### config.mk
export PLATFORM = sky130hd
export DESIGN_NAME = sprite_compositor_flat
export DESIGN_NICKNAME = d
export VERILOG_FILES = /design/src/rtl/sprite_compositor_if.sv /design/src/rtl/sprite_compositor.sv /design/src/flat_wrapper.sv
export SDC_FILE = /design/constraint.sdc
export NUM_CORES = 1
export LEC_CHECK = 0
export ABC_CLOCK_PERIOD_IN_PS = 3600
export BUFFER_PORTS_ARGS = -buffer_cell sky130_fd_sc_hd__clkbuf_2
export CORE_MARGIN = 2
export CORE_UTILIZATION = 55
export CTS_CLUSTER_SIZE = 30
export DETAILED_ROUTE_END_ITERATION = 8
export PLACE_DENSITY = 0.89
export SLEW_MARGIN = 20
export SYNTH_ARGS = -nofsm -noshare
export SYNTH_HDL_FRONTEND = slang
export SYNTH_SLANG_ARGS = --single-unit
export TNS_END_PERCENT = 50
### constraint.sdc
create_clock -name clk -period 3.6 [get_ports clk]
set_clock_uncertainty 0.15 [all_clocks]
set_input_delay 0.18 -clock clk [delete_from_list [all_inputs] [get_ports clk]]
set_output_delay 0.18 -clock clk [all_outputs]
set_load 0.02 [all_outputs]
### src/rtl/sprite_compositor_if.sv
// Pixel stream, sprite configuration, ROM address/data and composited output bundle
// for sprite_compositor. master = pixel source / ROM side, slave = compositor.
interface sprite_compositor_if #(
    parameter int unsigned N_SPR  = 4,
    parameter int unsigned SPR_AW = 12,
    parameter int unsigned BG_AW  = 17
);
    logic                    pix_valid;
    logic                    pix_sof;
    logic [9:0]              pix_x;
    logic [9:0]              pix_y;
    logic [10*N_SPR-1:0]     spr_x;
    logic [10*N_SPR-1:0]     spr_y;
    logic [N_SPR-1:0]        spr_en;
    logic [N_SPR-1:0]        spr_mirror;
    logic [SPR_AW*N_SPR-1:0] spr_addr;
    logic [12*N_SPR-1:0]     spr_data;
    logic [BG_AW-1:0]        bg_addr;
    logic [11:0]             bg_data;
    logic [11:0]             rgb_out;
    logic                    rgb_valid;
    logic [N_SPR-1:0]        col_hit;
    logic                    col_valid;

    modport master (
        output pix_valid, pix_sof, pix_x, pix_y, spr_x, spr_y, spr_en, spr_mirror,
               spr_data, bg_data,
        input  spr_addr, bg_addr, rgb_out, rgb_valid, col_hit, col_valid
    );

    modport slave (
        input  pix_valid, pix_sof, pix_x, pix_y, spr_x, spr_y, spr_en, spr_mirror,
               spr_data, bg_data,
        output spr_addr, bg_addr, rgb_out, rgb_valid, col_hit, col_valid
    );
endinterface

### src/rtl/sprite_compositor.sv
// Composites N_SPR prioritised sprites over a background ROM and flags ball/sprite overlap per frame.
// Optional macro SPRITE_BBOX_DEBUG_EN draws enabled sprite bounding-box borders in white.
module sprite_compositor #(
    parameter int unsigned N_SPR       = 4,
    parameter int unsigned SPR_W       = 64,
    parameter int unsigned SPR_H       = 64,
    parameter int unsigned SPR_AW      = 12,
    parameter int unsigned BG_W        = 320,
    parameter int unsigned BG_AW       = 17,
    parameter int unsigned ROM_LAT     = 1,
    parameter logic [11:0] TRANS_COLOR = 12'h0F0
) (
    input logic             clk,
    input logic             reset,
    sprite_compositor_if.slave bus
);
    localparam int unsigned CW = 11;
    localparam int unsigned PW = 12;

    logic [CW-1:0]            px, py;
    logic [N_SPR-1:0]         region_c;
    logic [SPR_AW*N_SPR-1:0]  addr_c;
    logic [BG_AW-1:0]         bg_addr_c;

    assign px = CW'(bus.pix_x);
    assign py = CW'(bus.pix_y);

    // Stage A: region test and ROM addressing, widened to 11 bits so sx+SPR_W never wraps
    always_comb begin
        logic [CW-1:0] sx, sy, dx, dy, col;
        region_c  = '0;
        addr_c    = '0;
        sx        = '0;
        sy        = '0;
        dx        = '0;
        dy        = '0;
        col       = '0;
        bg_addr_c = BG_AW'(bus.pix_y) * BG_AW'(BG_W) + BG_AW'(bus.pix_x);
        for (int i = 0; i < int'(N_SPR); i++) begin
            sx = CW'(bus.spr_x[10*i +: 10]);
            sy = CW'(bus.spr_y[10*i +: 10]);
            dx = px - sx;
            dy = py - sy;
            if (bus.spr_en[i] && px >= sx && px < sx + CW'(SPR_W) &&
                py >= sy && py < sy + CW'(SPR_H)) begin
                region_c[i] = 1'b1;
                col = bus.spr_mirror[i] ? CW'(SPR_W - 1) - dx : dx;
                addr_c[SPR_AW*i +: SPR_AW] = SPR_AW'(dy) * SPR_AW'(SPR_W) + SPR_AW'(col);
            end
        end
    end

    logic                    valid_a, sof_a;
    logic [N_SPR-1:0]        region_a;
    logic [SPR_AW*N_SPR-1:0] spr_addr_q;
    logic [BG_AW-1:0]        bg_addr_q;

    always_ff @(posedge clk or posedge reset) begin
        if (reset) begin
            valid_a    <= 1'b0;
            sof_a      <= 1'b0;
            region_a   <= '0;
            spr_addr_q <= '0;
            bg_addr_q  <= '0;
        end else begin
            valid_a    <= bus.pix_valid;
            sof_a      <= bus.pix_valid & bus.pix_sof;
            region_a   <= region_c;
            spr_addr_q <= addr_c;
            bg_addr_q  <= bg_addr_c;
        end
    end

    // Delay line keeping pixel side-band in lockstep with ROM data
    logic             dl_valid  [ROM_LAT];
    logic             dl_sof    [ROM_LAT];
    logic [N_SPR-1:0] dl_region [ROM_LAT];

    always_ff @(posedge clk or posedge reset) begin
        if (reset) begin
            for (int k = 0; k < int'(ROM_LAT); k++) begin
                dl_valid[k]  <= 1'b0;
                dl_sof[k]    <= 1'b0;
                dl_region[k] <= '0;
            end
        end else begin
            dl_valid[0]  <= valid_a;
            dl_sof[0]    <= sof_a;
            dl_region[0] <= region_a;
            for (int k = 1; k < int'(ROM_LAT); k++) begin
                dl_valid[k]  <= dl_valid[k-1];
                dl_sof[k]    <= dl_sof[k-1];
                dl_region[k] <= dl_region[k-1];
            end
        end
    end

    logic             valid_d, sof_d;
    logic [N_SPR-1:0] region_d;
    logic [N_SPR-1:0] opaque_c;
    logic             dbg_c;

    assign valid_d  = dl_valid[ROM_LAT-1];
    assign sof_d    = dl_sof[ROM_LAT-1];
    assign region_d = dl_region[ROM_LAT-1];

    always_comb begin
        opaque_c = '0;
        for (int i = 0; i < int'(N_SPR); i++)
            opaque_c[i] = region_d[i] && (bus.spr_data[12*i +: 12] != TRANS_COLOR);
    end

`ifdef SPRITE_BBOX_DEBUG_EN
    logic [N_SPR-1:0] border_c, border_a;
    logic [N_SPR-1:0] dl_border [ROM_LAT];

    always_comb begin
        border_c = '0;
        for (int i = 0; i < int'(N_SPR); i++)
            border_c[i] = region_c[i] &&
                (px == CW'(bus.spr_x[10*i +: 10]) ||
                 px == CW'(bus.spr_x[10*i +: 10]) + CW'(SPR_W - 1) ||
                 py == CW'(bus.spr_y[10*i +: 10]) ||
                 py == CW'(bus.spr_y[10*i +: 10]) + CW'(SPR_H - 1));
    end

    always_ff @(posedge clk or posedge reset) begin
        if (reset) begin
            border_a <= '0;
            for (int k = 0; k < int'(ROM_LAT); k++) dl_border[k] <= '0;
        end else begin
            border_a     <= border_c;
            dl_border[0] <= border_a;
            for (int k = 1; k < int'(ROM_LAT); k++) dl_border[k] <= dl_border[k-1];
        end
    end

    assign dbg_c = (opaque_c == '0) && (|dl_border[ROM_LAT-1]);
`else
    assign dbg_c = 1'b0;
`endif

    logic [PW-1:0]    pix_c;
    logic [N_SPR-1:0] hit_c;

    // Stage C: lowest-index opaque sprite wins; ball overlap per sprite
    always_comb begin
        pix_c = bus.bg_data;
        hit_c = '0;
        for (int i = int'(N_SPR) - 1; i >= 0; i--)
            if (opaque_c[i]) pix_c = bus.spr_data[12*i +: 12];
        if (dbg_c) pix_c = 12'hFFF;
        for (int i = 1; i < int'(N_SPR); i++)
            hit_c[i] = opaque_c[0] && opaque_c[i];
    end

    logic [PW-1:0]    rgb_q;
    logic             rgb_valid_q, col_valid_q;
    logic [N_SPR-1:0] acc, col_hit_q;

    always_ff @(posedge clk or posedge reset) begin
        if (reset) begin
            rgb_q       <= '0;
            rgb_valid_q <= 1'b0;
            acc         <= '0;
            col_hit_q   <= '0;
            col_valid_q <= 1'b0;
        end else begin
            rgb_q       <= pix_c;
            rgb_valid_q <= valid_d;
            col_valid_q <= 1'b0;
            if (valid_d) begin
                if (sof_d) begin
                    col_hit_q   <= acc;
                    col_valid_q <= 1'b1;
                    acc         <= hit_c;
                end else begin
                    acc <= acc | hit_c;
                end
            end
        end
    end

    assign bus.spr_addr  = spr_addr_q;
    assign bus.bg_addr   = bg_addr_q;
    assign bus.rgb_out   = rgb_q;
    assign bus.rgb_valid = rgb_valid_q;
    assign bus.col_hit   = col_hit_q;
    assign bus.col_valid = col_valid_q;
endmodule

### src/flat_wrapper.sv
// flat-port wrapper written by rule: the top's interface ports become plain ports
module sprite_compositor_flat 
#(
    parameter int unsigned N_SPR       = 4,
    parameter int unsigned SPR_W       = 64,
    parameter int unsigned SPR_H       = 64,
    parameter int unsigned SPR_AW      = 12,
    parameter int unsigned BG_W        = 320,
    parameter int unsigned BG_AW       = 17,
    parameter int unsigned ROM_LAT     = 1,
    parameter logic [11:0] TRANS_COLOR = 12'h0F0
)
  (clk, reset, bus_pix_valid, bus_pix_sof, bus_pix_x, bus_pix_y, bus_spr_x, bus_spr_y, bus_spr_en, bus_spr_mirror, bus_spr_data, bus_bg_data, bus_spr_addr, bus_bg_addr, bus_rgb_out, bus_rgb_valid, bus_col_hit, bus_col_valid);
  sprite_compositor_if #(.N_SPR(N_SPR), .SPR_AW(SPR_AW), .BG_AW(BG_AW)) bus_i ();
  input logic clk;
  input logic reset;
  input wire logic [$bits(bus_i.pix_valid)-1:0] bus_pix_valid;
  input wire logic [$bits(bus_i.pix_sof)-1:0] bus_pix_sof;
  input wire logic [$bits(bus_i.pix_x)-1:0] bus_pix_x;
  input wire logic [$bits(bus_i.pix_y)-1:0] bus_pix_y;
  input wire logic [$bits(bus_i.spr_x)-1:0] bus_spr_x;
  input wire logic [$bits(bus_i.spr_y)-1:0] bus_spr_y;
  input wire logic [$bits(bus_i.spr_en)-1:0] bus_spr_en;
  input wire logic [$bits(bus_i.spr_mirror)-1:0] bus_spr_mirror;
  input wire logic [$bits(bus_i.spr_data)-1:0] bus_spr_data;
  input wire logic [$bits(bus_i.bg_data)-1:0] bus_bg_data;
  output wire logic [$bits(bus_i.spr_addr)-1:0] bus_spr_addr;
  output wire logic [$bits(bus_i.bg_addr)-1:0] bus_bg_addr;
  output wire logic [$bits(bus_i.rgb_out)-1:0] bus_rgb_out;
  output wire logic [$bits(bus_i.rgb_valid)-1:0] bus_rgb_valid;
  output wire logic [$bits(bus_i.col_hit)-1:0] bus_col_hit;
  output wire logic [$bits(bus_i.col_valid)-1:0] bus_col_valid;
  assign bus_i.pix_valid = bus_pix_valid;
  assign bus_i.pix_sof = bus_pix_sof;
  assign bus_i.pix_x = bus_pix_x;
  assign bus_i.pix_y = bus_pix_y;
  assign bus_i.spr_x = bus_spr_x;
  assign bus_i.spr_y = bus_spr_y;
  assign bus_i.spr_en = bus_spr_en;
  assign bus_i.spr_mirror = bus_spr_mirror;
  assign bus_i.spr_data = bus_spr_data;
  assign bus_i.bg_data = bus_bg_data;
  assign bus_spr_addr = bus_i.spr_addr;
  assign bus_bg_addr = bus_i.bg_addr;
  assign bus_rgb_out = bus_i.rgb_out;
  assign bus_rgb_valid = bus_i.rgb_valid;
  assign bus_col_hit = bus_i.col_hit;
  assign bus_col_valid = bus_i.col_valid;
  sprite_compositor #(.N_SPR(N_SPR), .SPR_W(SPR_W), .SPR_H(SPR_H), .SPR_AW(SPR_AW), .BG_W(BG_W), .BG_AW(BG_AW), .ROM_LAT(ROM_LAT), .TRANS_COLOR(TRANS_COLOR)) u_core (.clk(clk), .reset(reset), .bus(bus_i));
endmodule
=== Yosys cells after proc, flatten, opt, wreduce, memory -nomap -nowiden ===
Cells that the tools add are included.

* Bits in registers: 99
* Logic and storage cells: 104
* Output and inout port bits: 83

* Multipliers: 1
* Eq/ne operators: 4
* Bitwise operators: 2
* Add/subtract/negate cells: 25
* $lt $le $gt $ge: 16
* Reductions and logical operators: 24
* Multiplexer cells: 19

{| class="wikitable"
|+ Operator list
! operator !! number
|-
| 12-bit 2-to-1 mux || 8
|-
| 10-bit by 7-bit adder with 11-bit output (second input constant) || 8
|-
| 10-bit by 11-bit < comparator with 1-bit output || 8
|-
| 10-bit >= comparator || 8
|-
| 12-bit by 11-bit adder with 12-bit output || 4
|-
| 12-bit by 8-bit inequality test with 1-bit output (second input constant) || 4
|-
| 11-bit 2-to-1 mux || 4
|-
| 10-bit by 10-bit subtractor with 11-bit output || 4
|-
| 6-bit by 11-bit subtractor with 11-bit output (first input constant) || 4
|-
| 6-bit subtractor || 4
|-
| 1-bit logical AND || 23
|-
| 17-bit by 10-bit adder with 17-bit output || 1
|-
| 10-bit by 3-bit multiplier with 11-bit output (second input constant) || 1
|-
| 1-bit 2-to-1 mux || 6
|-
| 4-bit 2-to-1 mux || 1
|-
| 4-bit OR || 1
|-
| 2-bit AND reduction || 1
|-
| 1-bit AND || 1
|}

=== Logic depth before layout (Yosys ltp) ===
* Depth after elaboration: 6
* Mapped depth: 21

=== Worst setup path after synthesis ===
No wires, ideal clock.

* Kind: input to register
* Start point: input bus_pix_x[0]
* End point: register u_core.spr_addr_q[23], in the netlist u_core.bus.spr_addr[23]
* Data required time: 3371 ps
* Arrival: 3380 ps
* Path slack: -9 ps
* Library setup time: 79 ps
* Cell stages on the path: 20
* Buffers on the path: 0
* Cell sequence: inv_1 -> ha_1 -> inv_1 -> fa_1 -> a211oi_1 -> o21bai_1 -> a21oi_1 -> xnor2_1 -> inv_1 -> ha_1 -> nand2_1 -> o21ai_0 -> ha_1 -> a21o_1 -> a21oi_1 -> o21bai_1 -> a21oi_1 -> o21ai_0 -> a21o_1 -> a21oi_1

* Longest elaborated chain between the ends: 6

{| class="wikitable"
|+ Ends and longest elaborated chain
! what !! RTL line !! RTL
|-
| start, declared || flat_wrapper.sv:19 || <nowiki>input wire logic [$bits(bus_i.pix_x)-1:0] bus_pix_x;</nowiki>
|-
| branches (longest 5 deep; another with 12-bit by 11-bit adder with 12-bit output) || - ||
|-
| 12-bit 2-to-1 mux (*) || sprite_compositor.sv:44 || <nowiki>if (bus.spr_en[i] && px >= sx && px < sx + CW'(SPR_W) &&</nowiki>
|-
| via u_core.addr_c[23] || sprite_compositor.sv:22 || <nowiki>logic [SPR_AW*N_SPR-1:0] addr_c;</nowiki>
|-
| end signal, assigned || sprite_compositor.sv:69 || <nowiki>spr_addr_q <= addr_c;</nowiki>
|-
| end, declared || sprite_compositor.sv:55 || <nowiki>logic [SPR_AW*N_SPR-1:0] spr_addr_q;</nowiki>
|}

Mark *: on every way through the listed nets, which the timed path passes.
A chain may end at the register's enable or synchronous reset.

=== Worst setup path in the final report ===
* Start point: input bus_pix_x[0]
* End point: register u_core.spr_addr_q[11], in the netlist u_core.bus.spr_addr[11]

Same word-level chain as after synthesis.

==> impl_metrics.csv <==
group,metric,value,unit
clock_tree,clkTransAtPathRegs,0.07,ns
floorplanning,die_x,136,um
layout,multiInputGateArea,6640,um2
worst_setup_path,crit_fanout,3,
worst_setup_path,critical_path_class,"in -> reg",
floorplanning,num_rows,48,
power,seqPwrFrac,0.270,
worst_hold_path,min_to,"u_core.bus.rgb_out[7]",
power,p_leak,6.49,nW
power,combPwrFrac,0.512,
synth,synth.net_count,1445,
sta,min_period_over_period,0.951,
sta,fmax,0.292,GHz
global_routing,grt_use_total,0.302,
drt,first_pass_iters,5,
drt,vias_per_cell,5.57,
place,place_congestion,0.907,
layout,syn_to_final_growth,26.9,%
worst_hold_path,hold_depth,3,
layout,antennaDiodeCount,0,
drt,wl_per_cell,17.1,um
synth,synthCells,1096,
synth,synth_edf_count,0,
global_routing,grt_max_degree,73,
layout,finalNetCount,1788,
worst_hold_path,min-delay-start,"bus_spr_data[19]",
global_routing,grt_antenna_before_repair,0,
synth,netlist_area,9650,um2
worst_setup_path,r2r_end,"u_core.bus.rgb_out[5]",
synth,yosysTopAreaCellShare,0.252,
place,numPortBuffers,253,
clock_tree,cts-root-buf,"clkbuf_16",
synth,yosysTopAreaCell,"dfrtp_1",
power,cellInternalPower,2.72,mW
synth,synth-async-reset-ratio,1.00,
worst_setup_path,start_kind,"primary input",
sta,fin_crit,3.42,ns
power,peakVddDrop,309,uV
drt,finalWirelength,28500,um
floorplanning,die_area,18600,um2
floorplanning,start_util,0.560,
sta,setup_tns,0,ns
clock_tree,numCtsBuffers,9,
drt,first_iter_violations,446,
drt,vias,9303,
place,dpl.hpwl,22400,um
worst_setup_path,worstRegToRegCells,8,
drt,drc,0,
sta,max-slew-margin-rel,0.393,
synth,synth_area_leaders,"dfrtp_1 (25%), ha_1 (21%), xnor2_1 (7.8%)",
sta,maxSlewViolCount,0,
synth,synthFlopType,"dfrtp_1",
synth,ys_ff_latch,97,
power,switching_power,1.72,mW
outcome,status,"finished clean",
clock_tree,clk-insertion-delay-late,0.35,ns
sta,whs,0.0207,ns
power,p_sw_frac,0.388,
power,p_clk_frac,0.219,
global_routing,grt_pass1_wl,43500,um
layout,final_layout_size_suffix_gt1_frac,0.265,
synth,synth_area_per_cell,8.80,um2
worst_setup_path,critPathCaptureType,"flop",
clock_tree,cts_num_sinks,97,
global_routing,grt_pass1_vias,9292,
clock_tree,clockBufferDepth,2,
clock_tree,cts_tree,"yes",
worst_setup_path,cp_data_arrival_time,3.52,ns
worst_setup_path,cp.required,3.69,ns
synth,synth.distinct_cells,69,
layout,finish.utilization,0.710,
sta,setup_violations,0,
global_routing,grt_overflow,0,
sta,tightest_slew,0.910,ns
synth,ys_seq_area_frac,0.252,
floorplanning,ios,255,
clock_tree,htree_levels,3,
synth,ys_warn_count,0,
layout,seqCellArea,2430,um2
sta,final-hold-violation-count,0,
drt,ant_nets,0,
layout,fill_cells,1271,
worst_setup_path,r2r_slack,0.73,ns
floorplanning,core-area,17200,um2
worst_hold_path,hp-class,"in -> reg",
sta,rsz0062_at_grt,"true",
power,power_density,363,nW/um2
worst_setup_path,crit_start,"bus_pix_x[0]",
job,cap_violations,0,
worst_setup_path,r2r_start,"u_core.dl_region[3]",
floorplanning,die_h,136,um
-- what timing repair did --
| action | 4_1_cts | 5_1_grt |
|---|---|---|
| endpoints found under the setup margin | 1 | 5 |
| hold endpoints to repair | 89 | 0 |
| setup buffers | 1 | 0 |
| pin swaps | 2 | 7 |
| hold buffers | 24 | 0 |
| gates resized for setup | 0 | 16 |
-- worst max-delay path by stage --
stage	to	slack [ns]	cells past startpoint
after floorplan	u_core.bus.spr_addr[23]	0.009	20
after detailed placement	u_core.bus.spr_addr[47]	-0.38	21
final	u_core.bus.spr_addr[11]	0.18	22
after CTS	u_core.bus.spr_addr[47]	0.009	21
after global routing	u_core.bus.spr_addr[11]	-0.05	22
after global placement	u_core.bus.spr_addr[47]	-0.16	21
-- power groups by stage --
stage,clock (mW),combinational (mW),sequential [mW]
global route,1.03,2.50,1.20
global placement,0,2.07,1.21
floorplan,0,1.33,1.31
finish,0.971,2.27,1.20
CTS,0.986,2.21,1.20
detailed placement,0,2.16,1.22
-- kinds of logic after synthesis --
kind of cell               count (synthesis)  synth area share
adders and majority gates                177             0.240
xor gates and xnor gates                 120             0.110
AOI/OAI and AO/OA                        254             0.170
buffers and inverters                    162            0.0652
muxes                                     19            0.0201
and+or+nand+nor                          266             0.142
other                                      1          0.000389
DFF                                       97             0.252
-- flip-flops by register name, summed over array words and instances (netlist names) --
register	flops
u_core.dl_valid	1
u_core.dl_region	4
u_core.bus.col_valid	1
u_core.valid_a	1
u_core.acc	3
u_core.region_a	4
u_core.bus.rgb_valid	1
u_core.bus.spr_addr	48
u_core.dl_sof	1
u_core.bus.bg_addr	17
u_core.bus.rgb_out	12
u_core.sof_a	1
u_core.bus.col_hit	3
-- metrics by stage --
step	instance area, um2	power (mW)	instances	setup WS, ns
after floorplan	9650	2.64	1096	0.00857
after global placement	11700	3.29	1628	-0.159
after detailed placement	11700	3.38	1628	-0.380
after CTS	12200	4.40	1669	0.00942
after global routing	12200	4.73	1669	-0.0493
final	12200	4.44	1669	0.175
-- layout by cell type (no fill, tap or decap), drive strengths merged, types with 4 or more instances in the layout --
cell type    instances
clkbuf             262
ha                 163
inv                150
dfrtp               97
nor2                96
xnor2               86
a21oi               76
buf                 71
o21ai               63
nand2               56
xor2                33
dlygate4sd3         24
a21o                23
nand3               23
nor2b               17
nand2b              16
mux2i               16
fa                  14
a31oi               13
o21a                12
nand4               12
o21bai              11
nor3                10
nor4b                9
o211ai               7
a211oi               7
o31ai                7
or3                  6
and3                 5
a32o                 4
a211o                4
nor4bb               4
-- area by class of cell --
cell class                      instances  area share
Inverter                              146      0.0450
Clock inverter                          7     0.00562
Tap cell                              225      0.0230
Clock buffer                            9      0.0184
Timing Repair Buffer                  348       0.168
Multi-Input combinational cell        837       0.542
Sequential cell                        97       0.198
-- layer usage --
metal  global-route usage  vias up  routed length, um
li1                     -     4485                  -
met1                0.331     4274              10700
met2                0.539      426              13900
met3               0.0630      118               2340
met4                0.175        0               1570
met5                    0        -                  0
-- Yosys cell counts (all sizes together) (7+ instances only) --
master  count
mux2i      16
clkbuf     11
a31oi      13
o21a       12
fa         14
inv       146
nand4      12
nor4b       9
a21o       23
nand3      23
o31ai       7
ha        163
nor3       10
nand2b     16
o211ai      7
dfrtp      97
xnor2      86
nor2       96
nand2      56
a21oi      76
nor2b      17
xor2       33
o21bai     11
a211oi      7
o21ai      63
-- critical path, cell delays in order --
cell and delay, ns:
clkbuf_2 0.09, inv_2 0.08, buf_4 0.12, ha_1 0.15, inv_1 0.05, fa_1 0.38
a21o_1 0.18, a21oi_2 0.16, o21ai_0 0.13, xor2_1 0.19, inv_1 0.06, ha_1 0.26
nand2_1 0.06, o21ai_0 0.11, ha_1 0.32, a21o_1 0.19, a21oi_2 0.16, o21bai_1 0.10
a21oi_2 0.16, xnor2_1 0.16, xnor2_1 0.15, nor2_1 0.07
Note: power is estimated with default switching activity, not from simulation.
